<file path="config.mk">
export PLATFORM = sky130hd
export DESIGN_NAME = sink_lfsr
export DESIGN_NICKNAME = d
export VERILOG_FILES = /design/src/rtl/stream_pkg.sv /design/src/rtl/sink_lfsr.sv
export SDC_FILE = /design/constraint.sdc
export NUM_CORES = 1
export LEC_CHECK = 0
export CAP_MARGIN = 25
export CELL_PAD_IN_SITES_DETAIL_PLACEMENT = 1
export CELL_PAD_IN_SITES_GLOBAL_PLACEMENT = 1
export CORE_ASPECT_RATIO = 1.25
export CORE_MARGIN = 2
export CORE_UTILIZATION = 25
export DETAILED_ROUTE_END_ITERATION = 8
export MAX_ROUTING_LAYER = met4
export PLACE_DENSITY_LB_ADDON = 0.1
export SYNTH_ARGS = -nofsm -noshare
export SYNTH_HDL_FRONTEND = slang
export SYNTH_SLANG_ARGS = --single-unit
</file>
<file path="constraint.sdc">
create_clock -name clk -period 1.2 [get_ports clk]
set_input_delay 0.24 -clock clk [delete_from_list [all_inputs] [get_ports clk]]
set_output_delay 0.24 -clock clk [all_outputs]
set_load 0.02 [all_outputs]
</file>
<file path="src/rtl/stream_pkg.sv">
// Shared definitions for valid/ready stream endpoints: LFSR constants and
// the pending-beat tracker state encoding.
package stream_pkg;

  // Right-shift Galois mask for x^16 + x^14 + x^13 + x^11 + 1
  localparam logic [15:0] LFSR_POLY = 16'hB400;
  localparam logic [15:0] LFSR_SEED = 16'hACE1;

  typedef enum logic {
    IDLE = 1'b0,
    PEND = 1'b1
  } pend_state_t;

endpackage

</file>
<file path="src/rtl/sink_lfsr.sv">
// 16-bit Galois LFSR, free-running outside reset; exposes both the current
// state and the value it will load on the next edge.
module sink_lfsr
  import stream_pkg::*;
#(
  parameter logic [15:0] SEED = LFSR_SEED
) (
  input  logic        clk,
  input  logic        rst,
  output logic [15:0] lfsr,
  output logic [15:0] lfsr_next
);

  always_comb begin
    lfsr_next = {1'b0, lfsr[15:1]};
    if (lfsr[0]) lfsr_next = lfsr_next ^ LFSR_POLY;
  end

  always_ff @(posedge clk) begin
    if (rst) lfsr <= SEED;
    else     lfsr <= lfsr_next;
  end

endmodule

</file>
# After elaboration in Yosys (flattened, before gate mapping)
# Index checks and enable logic that the tools add are counted.
dict set report classes {
  n_mux 1
  n_bitwise 1
}
# operator n
set ops {}
lappend ops {{$mux 16} 1}
lappend ops {{$not 3->4} 1}
dict set report word_totals {
  ff_bits 16
  inputBits 2
  output_inout_bits 32
  word_cells 3
}

# Longest topological paths before layout
# Gate-level depths: netlist of the first run.
dict set report logic_depth {
  ltp_word 2
  depth_mapped 2
  depth_no_buf 2
}

# Least setup slack after synthesis of the first run
# Ideal clock, no wire load.
dict set report synth_timing {
  path_type {register -> register}
  from {register lfsr[0]}
  to {register lfsr[12]}
  setup_ps 58
  t_arrival_ps 1151
  required_ps 1142
  path_slack_ps -10
  stages_incl_launch_ff 3
  path_buffers 0
  period_less_slack_ps 1210
  cell_sequence {dfxtp_1 > xor2_1 > and2b_2}
}
dict set report synth_via {
  elab_chain_len 1
}
# element line_no
set synth_rtl {}
lappend synth_rtl {{start, declared} sink_lfsr.sv:10} ;# output logic [15:0] lfsr,
lappend synth_rtl {{start signal, assigned} sink_lfsr.sv:21} ;# else lfsr <= lfsr_next;
lappend synth_rtl {{$mux 16} sink_lfsr.sv:16} ;# if (lfsr[0]) lfsr_next = lfsr_next ^ LFSR_POLY;
lappend synth_rtl {{net lfsr_next[12]} sink_lfsr.sv:11} ;# output logic [15:0] lfsr_next
# The timed path passes the listed nets, and every way through them passes these cells.
# A chain may end at the register's enable or synchronous reset.

# Final worst setup path of the first run
dict set report layout_timing {
  from {register lfsr[0]}
  to {output lfsr_next[10]}
}
dict set report layout_via {
  elab_chain_len 1
}
# element line_no
set layout_rtl {}
lappend layout_rtl {{$mux 16} sink_lfsr.sv:16}
lappend layout_rtl {{end, declared} sink_lfsr.sv:11}
# No other way between the ends.

==> qor.csv, run 1 <==
stage,metric,value,unit
power,Combinational Power Share,0.247,
placement,Place WS,-0.329,ns
power,NetSw,334,uW
die,width of the die,46.0,um
critical_path,critical path data required time,0.96,ns
finish,register area,328,um2
sta,final worst slack,-0.0489,ns
cts,Worst-Skew Late Latency,0.27,ns
finish,top flop regs,lfsr (16),
synth,area share of fa/ha/maj cells after synthesis,0,
critical_path,worst path arrival time,1.01,ns
drt,Detailed Routing Iterations Pass 1,2,
cts,CTS max path bufs,2,
grt,global-route usage over all layers,0.0962,
sta,highest achievable clock rate,801,MHz
die,die area,0.00260,mm2
synth,syn_nets,51,
cts,H-Tree Depth,1,
grt,largest net degree at the start of global routing,10,
critical_path,WP depth,2,
die,Rows,19,
finish,Synth-to-Final Area Change,44.0,%
status,failing checks,negative setup slack,
synth,largest family of logic cells by synthesized area,simple AND/OR/NAND/NOR gates,
die,core box area,0.00214,mm2
sta,Worst Tran Pin Value,0.164,ns
critical_path,CP endpoint,lfsr_next[10],
synth,Post-Synth Simple-Gate Area,0.188,
finish,"commonest non-fill, non-tap cell in the layout",clkbuf_2,
critical_path,critical path's largest stage delay,0.41,ns
sta,Clock Skews,0.00318,ns
sta,final hold slack,0.479,ns
cts,Clock Sinks,16,
critical_path,slowest CP cell,dfxtp_4,
critical_path,worst r2r path cells,3,
sta,RSZ-0062 raised after global routing,yes,
drt,average wire per standard cell,10.6,um
cts,Num CTS Buffers,3,
power,total power,1150,uW
critical_path,crit path buf inv count,1,
critical_path,worst reg2reg path startpoint,lfsr[0],
critical_path,CP Launch Type,flip-flop,
power,P_int,816,uW
critical_path,CP max FO,6,
power,Pwr per Cell Area,1450,mW/mm2
power,VDD IR max,0.546,mV
placement,post-DP HPWL,735,um
finish,nets@finish,81,
finish,fillers,262,
synth,Post-Synth XOR/XNOR Area,0.0476,
drt,routed vias/inst,4.02,
synth,Ys Warns,0,
synth,mux contribution to synthesized area,0,
power,switch share,0.290,
drt,"antenna viol nets, final",0,
grt,total grt overflow,0,
critical_path,cells along the critical path,xor2_2 > buf_6,
critical_path,CP startpoint,lfsr[0],
cts,CTS tree,done,
grt,vias in the first global route,433,
grt,first-pass GRT wire length,1760,um
synth,Synth Area in Compound Gates,0,
critical_path,"CP delay by family, top",flip-flops,
placement,IO Port Bufs,33,
synth,Mapped Area,552,um2
critical_path,critical path class,reg2out,
power,Clk pwr share,0.230,
synth,"flops & latches, synth",16,
grt,initial antenna violation count,0,
critical_path,Crit Reg-Reg Endpoint,lfsr[13],
die,Initial Util,0.258,
job,maxcap violations,0,
synth,Cells after Synth,49,
cts,root buf cell,clkbuf_4,
critical_path,Critical Path Sink Type,primary output,
power,Leakage,0.000378,uW
synth,Yosys cell types,8,
drt,final wirelength,1040,um
drt,# DRC,0,
sta,Worst slew margin,0.891,
drt,Iter 0 DRT Violations,1,
finish,most frequent cells in the layout,"clkbuf_2 (15), dfxtp_1 (12), buf_2 (9), or2_2 (8)",
placement,GPL Wtd Cong,0.691,
power,Reg power frac,0.523,
finish,multi-input logic area,153,um2
finish,max FFs per register,16,
cts,"Reg clk slew, reported paths",0.09,ns
finish,largest register by flop count,lfsr,
sta,crit share post-route,1.04,
finish,n_diodes,0,
die,Die H,56.5,um
synth,syn avg cell area,11.3,um2
sta,final hold violations,0,
sta,"Slew Viols, Final",0,
status,status,finished with violations,
hold_path,worst hold path class,reg2reg,
die,I/O Pins,34,
synth,sequential element share of the synthesized area,0.580,
sta,final setup fails,3,
drt,DR vias,394,
sta,minimum clock period,1.25,ns
finish,layout cells sized above 1,0.740,
critical_path,R2R Setup Slk,0.16,ns
[Yosys cell counts]
cell / n / area share
and2b_2: 1 / 0.016
xor2_1: 3 / 0.048
nor2b_1: 6 / 0.068
clkbuf_1: 1 / 0.0068
buf_4: 13 / 0.18
dfxtp_1: 16 / 0.58
or2_2: 8 / 0.091
and2b_1: 1 / 0.014
[stage by stage]
| step | utilization | setup TNS (ns) | cell area, um2 | cells |
|---|---|---|---|---|
| final | 0.371 | -0.119 | 795 | 98 |
| after global routing | 0.371 | -0.299 | 795 | 98 |
| after CTS | 0.418 | -0.178 | 893 | 98 |
| after detailed placement | 0.391 | -1.58 | 837 | 93 |
| after global placement | 0.391 | -1.56 | 837 | 93 |
| after floorplan | - | -0.00971 | 552 | 49 |
[area by class of cell]
class | count | share of cell area
Sequential cell | 16 | 0.413
Timing Repair Buffer | 39 | 0.334
Tap cell | 21 | 0.0331
Multi-Input combinational cell | 19 | 0.192
Clock buffer | 3 | 0.0283
[timing repair]
item,4_1_cts,5_1_grt
endpoints found under the setup margin,32,26
hold buffers,0,0
endpoints found under the hold margin,0,0
resized for setup,96,26
buffers inserted,2,0
pin swaps,2,1
[layer usage]
layer | share of wire | track usage
met1 | 0.45 | 0.126
met3 | 0.099 | 0.0322
met2 | 0.44 | 0.123
met5 | 0 | -
met4 | 0.0096 | 0.0612
[cell families (layout without fill, tap and decap cells)]
logic type	Yosys count	count (layout)
flops	16	16
simple gates	16	16
xor+xnor	3	3
buf+inv	14	42
[power groups by stage]
| stage | Combinational (uW) | Sequential, uW | Clock (uW) |
|---|---|---|---|
| after floorplan | 134 | 651 | 0 |
| after detailed placement | 317 | 608 | 0 |
| after global routing | 301 | 608 | 312 |
| final | 284 | 601 | 264 |
| after global placement | 318 | 608 | 0 |
| after CTS | 300 | 603 | 285 |
[worst min-delay path by stage]
stage                        from       end  slack, ns  depth (start not counted)
after floorplan               rst  lfsr[14]       0.31                          1
after global placement    lfsr[6]   lfsr[5]       0.46                          1
after detailed placement  lfsr[6]   lfsr[5]       0.46                          1
after CTS                 lfsr[9]   lfsr[8]       0.49                          1
after global routing      lfsr[5]   lfsr[4]       0.50                          1
final                     lfsr[6]   lfsr[5]       0.48                          1
Power figures use the tool's default switching activity.
==> inputs of run 2 (changes only) <==
--- a/config.mk
+++ b/config.mk
@@ -11,6 +11,7 @@
 export CORE_ASPECT_RATIO = 1.25
 export CORE_MARGIN = 2
 export CORE_UTILIZATION = 25
+export CTS_CLUSTER_SIZE = 40
 export DETAILED_ROUTE_END_ITERATION = 8
 export MAX_ROUTING_LAYER = met4
 export PLACE_DENSITY_LB_ADDON = 0.1
==> results of run 2 <==
Final layout, timing and power as in run 1 (identical DEF).
==> inputs of run 3 (changes only) <==
--- a/config.mk
+++ b/config.mk
@@ -11,7 +11,6 @@
 export CORE_ASPECT_RATIO = 1.25
 export CORE_MARGIN = 2
 export CORE_UTILIZATION = 25
-export CTS_CLUSTER_SIZE = 40
 export DETAILED_ROUTE_END_ITERATION = 8
 export MAX_ROUTING_LAYER = met4
 export PLACE_DENSITY_LB_ADDON = 0.1
==> results of run 3 <==
Final layout, timing and power as in run 1 (identical DEF).
==> variant 1, RTL diff (flow settings as in run 1) <==
Register the output `lfsr` once more, with the module's reset; this adds one clock of latency there. The other outputs are not delayed to match.
--- a/src/rtl/sink_lfsr.sv
+++ b/src/rtl/sink_lfsr.sv
@@ -11,14 +11,24 @@
   output logic [15:0] lfsr_next
 );
 
+  logic [15:0] lfsr_s0;
+
   always_comb begin
-    lfsr_next = {1'b0, lfsr[15:1]};
-    if (lfsr[0]) lfsr_next = lfsr_next ^ LFSR_POLY;
+    lfsr_next = {1'b0, lfsr_s0[15:1]};
+    if (lfsr_s0[0]) lfsr_next = lfsr_next ^ LFSR_POLY;
   end
 
   always_ff @(posedge clk) begin
-    if (rst) lfsr <= SEED;
-    else     lfsr <= lfsr_next;
+    if (rst) lfsr_s0 <= SEED;
+    else     lfsr_s0 <= lfsr_next;
+  end
+
+  always_ff @(posedge clk) begin
+    if (rst) begin
+      lfsr <= '0;
+    end else begin
+      lfsr <= lfsr_s0;
+    end
   end
 
 endmodule
Formal check against the unedited RTL: not equivalent (Yosys sat finds a counterexample within 4 cycles, from zero or initial values and one cycle with rst high).
==> variant 1 against run 1 <==
The flow still finishes with violations (negative setup slack). Wire length increased by 31%. Final area rose by 38%. Core utilization shrank 3.4 points. First-iteration DRC count is 100% higher. Synthesized area is 55% higher. Setup slack better by 0.034 ns. Power grew 46%. Sequential power up 53%. Via count up 23%. Sequential cell count rose by 9. Critical path type unchanged. Largest power group unchanged.
==> variant 1: results (changes against run 1) <==
stage,metric,value,unit,change
outcome,status,"complete, but fails checks",,
outcome,violated checks,negative setup slack,,
floorplanning,area of the core,0.00325,sq mm,+52%
timing,Setup WS post-layout,-0.0147,ns,+0.0343 ns
final_layout,n_diodes,0,,unchanged
yosys,"top cells by area, synth","dfxtp_1, buf_4, and2b_1",,
grt,largest net degree at the start of global routing,17,,+7
timing,Final Setup Violations,3,,unchanged
yosys,XOR/XNOR share of the synthesized area,0.0307,,-0.0169
routing,starting DRC count in detailed routing,2,,+1
timing,Clock Skew,0.00503,ns,+0.00185 ns
grt,met3 usage,0.0187,,-0.0135
final_layout,fill count,378,,+44%
final_layout,"Cell Count, Final, Fillers Out",133,,+36%
routing,vias per cell,3.64,,-9.5%
yosys,sequential area share after synthesis,0.586,,+0.00515
final_layout,Final Cell Area,0.00110,sq mm,+38%
clock_tree,"Gates resized, CTS repair",67,,-30%
final_layout,share of post-route cells with drive strength above 1,0.458,,-0.282
timing,Slew HR,0.848,,-0.0425
clock_tree,# Post-CTS Setup Buffers,0,,-2
yosys,Syn Nets,77,,+51%
pwr,static leakage,0.538,nW,+42%
grt,met2 usage,0.114,,-0.00929
pwr,maximum vdd drop,0.657,mV,+20%
yosys,syn_area_per_cell,11.4,sq um,+1.2%
critical_path,Worst EP arrival,0.97,ns,-0.04 ns
critical_path,Critical Path Fanout Max,4,,-2
final_layout,register area,505,sq um,+54%
clock_tree,CTS sink cnt,25,,+9
final_layout,Multi-In Gates,28,,+9
yosys,Yosys Warn Count,0,,unchanged
routing,routed wl met3,108,um,+4.9%
final_layout,Clock Network Area Fraction,0.0422,,+0.0139
routing,wire per inst,10.2,um,-3.4%
yosys,synth cell count leaders,"dfxtp_1, buf_4, and2b_1, or2_2, nor2b_1",,
clock_tree,clk root buf,clkbuf_8,,
final_layout,Largest regs,"lfsr_s0 (16), lfsr (9)",,
routing,met2 WL post-DR,635,um,+39%
grt,first-pass GRT wire length,2380,um,+35%
final_layout,Final nets,99,,+22%
final_layout,NonClk Buf Share,0.255,,-0.0793
grt,met1 Track Usage GR,0.102,,-0.0243
placement,GP Congestion,0.626,,-9.3%
final_layout,area occupied by multi-input gates,219,sq um,+43%
placement,dpl hpwl,992,um,+35%
==> variant 1: report_power, final <==
group	internal, W	switching [W]	total [W]	leakage, nW
Sequential	0.000885	0.0000333	0.000918	0.209
Combinational	0.000128	0.000151	0.000279	0.304
Clock	0.000231	0.000251	0.000483	0.0255
Total	0.00124	0.000436	0.00168	0.538
==> variant 1: worst paths after layout <==
| kind | endpoint | startpoint | cells past startpoint | slack [ns] |
|---|---|---|---|---|
| min | lfsr_s0[9]$_SDFF_PP0_ | lfsr_s0[10]$_SDFF_PP1_ | 1 | 0.46 |
| max | lfsr_next[12] | lfsr_s0[0]$_SDFF_PP1_ | 2 | -0.01 |
| max reg2reg | lfsr_s0[13]$_SDFF_PP1_ | lfsr_s0[0]$_SDFF_PP1_ | 2 | 0.26 |
| min reg2reg | lfsr_s0[9]$_SDFF_PP0_ | lfsr_s0[10]$_SDFF_PP1_ | 1 | 0.46 |
==> variant 2, RTL diff (config.mk and constraints of run 1) <==
Without the edit above. Make the reset (`rst`) asynchronous in one clocked block.
--- a/src/rtl/sink_lfsr.sv
+++ b/src/rtl/sink_lfsr.sv
@@ -16,7 +16,7 @@
     if (lfsr[0]) lfsr_next = lfsr_next ^ LFSR_POLY;
   end
 
-  always_ff @(posedge clk) begin
+  always_ff @(posedge clk or posedge rst) begin
     if (rst) lfsr <= SEED;
     else     lfsr <= lfsr_next;
   end
Formal check against the unedited RTL: differs if rst is asserted again (counterexample within 4 cycles, from zero or initial values and one cycle with rst high); with rst held inactive, the same outputs for 10 cycles.
==> variant 2 against run 1 <==
The flow still finishes with violations (negative setup slack). Sequential cell count stayed put. Cell count is 13% lower. Wire length is 23% higher. Highest routed layer unchanged. Via count is 14% lower. Final area is 9.9% higher. Clock skew hardly changed. Setup slack worse by 0.32 ns. Non-clock buffer count is 2 higher. Register-to-register slack worse by 0.13 ns. Critical path depth stayed put. Synthesized area is 2.5% lower.
Power is not compared: it rests on default switching activity, and its combinational part moved more than twofold at a synthesized area within 25%.
==> variant 2: results (changes against run 1) <==
stage,metric,value,unit,change
outcome,status,"complete, but fails checks",,
outcome,violated checks,negative setup slack,,
critical_path,Worst EP arrival,1.33,ns,+0.32 ns
clock_tree,H-tree depth,1,,unchanged
placement,placed insts,77,,-17%
timing,Fin Setup TNS,-1.88,ns,-1.76 ns
routing,vias per cell,3.98,,-1.1%
yosys,Cells after Synth,33,,-33%
yosys,sequential area share after synthesis,0.763,,+0.182
final_layout,"Buffers, non-clock",41,,+5.1%
critical_path,Critical Path Fanout Max,5,,-1
final_layout,Seq Cell Count,16,,unchanged
yosys,async set-reset flop share out of synthesis,1.00,,+1.00
final_layout,Multi-In Gates,3,,-16
grt,met2 usage,0.201,,+0.0782
yosys,"top cells by area, synth","dfstp_2, dfrtp_1, buf_4",,
timing,Final Setup Violations,13,,+10
pwr,part of the power in registers,0.599,,
critical_path,Reg2Reg Setup Slack,0.03,ns,-0.13 ns
critical_path,r2r endpoint,lfsr[10]$_DFF_PP1_,,
yosys,synth unique cells,5,,-3
final_layout,NonClk Buf Share,0.385,,+0.0515
routing,Vias,338,,-14%
placement,pre-CTS worst setup slack,-0.552,ns,-0.223 ns
placement,dpl hpwl,928,um,+26%
final_layout,synthesis-to-finish area growth,62.3,%,
final_layout,area occupied by multi-input gates,60.1,sq um,-61%
grt,met1 Track Usage GR,0.113,,-0.0133
grt,first-pass GRT wire length,2040,um,+16%
min_path,Hold Crit Class,input pin to asynchronous set/reset pin,,
final_layout,register area,412,sq um,+26%
final_layout,final core occ,0.436,,+0.0644
final_layout,Clock Network Area Fraction,0.0415,,+0.0132
timing,Setup WS post-layout,-0.367,ns,-0.318 ns
timing,Clock Skew,0.00277,ns,-0.000408 ns
final_layout,clkbuf count,4,,+1
final_layout,share of post-route cells with drive strength above 1,0.862,,+0.121
grt,met3 usage,0.0390,,+0.00681
routing,routed wl met3,113,um,+9.7%
grt,largest net degree at the start of global routing,17,,+7
yosys,top-count cell post-synth,buf_4,,
final_layout,Inverters,1,,+1
routing,Metal-1 WL,405,um,-13%
final_layout,fill count,209,,-20%
placement,Post-DP Area,826,sq um,-1.3%
timing,Slew HR,0.840,,-0.0504
yosys,synth cell count leaders,"buf_4, dfrtp_1, dfstp_2, xor2_1, inv_1",,
final_layout,n_diodes,0,,unchanged
grt,all-layer global routing usage,0.119,,+0.0228
timing,Hold WS,0.248,ns,-0.231 ns
routing,met2 WL post-DR,743,um,+63%
grt,vias in the first global route,379,,-12%
routing,starting DRC count in detailed routing,1,,unchanged
placement,GP Congestion,0.678,,-1.8%
critical_path,Setup crit start,lfsr[0]$_DFF_PP1_,,
final_layout,Seq/total area,0.471,,+0.0587
routing,drt total wl,1280,um,+23%
final_layout,Final nets,68,,-16%
yosys,Syn Nets,35,,-31%
==> variant 2: changes by cell type in the layout (fill, tap and decap cells not counted), moves of 2 or more <==
| cell | delta |
|---|---|
| clkbuf_2 | -15 |
| buf_6 | +14 |
| dfxtp_1 | -12 |
| dfstp_2 | +8 |
| or2_2 | -8 |
| dfrtp_1 | +7 |
| buf_2 | +6 |
| nor2b_1 | -6 |
| clkdlybuf4s15_2 | -5 |
| dfxtp_2 | -3 |
| buf_4 | +2 |
==> variant 2: logic make-up after synthesis <==
logic type  share of synthesized area
xor+xnor                       0.0488
buf+inv                         0.188
flops                           0.763
==> variant 2: worst max-delay path, cell delays in order, from the launching register on <==
cell and delay [ns]:
dfstp_2 0.68, xor2_2 0.22, buf_6 0.15
==> variant 2: repair_timing <==
action,in CTS,in global routing
setup endpoints to repair,32,18
buffers inserted,3,1
pin swaps,3,1
resized for setup,162,5
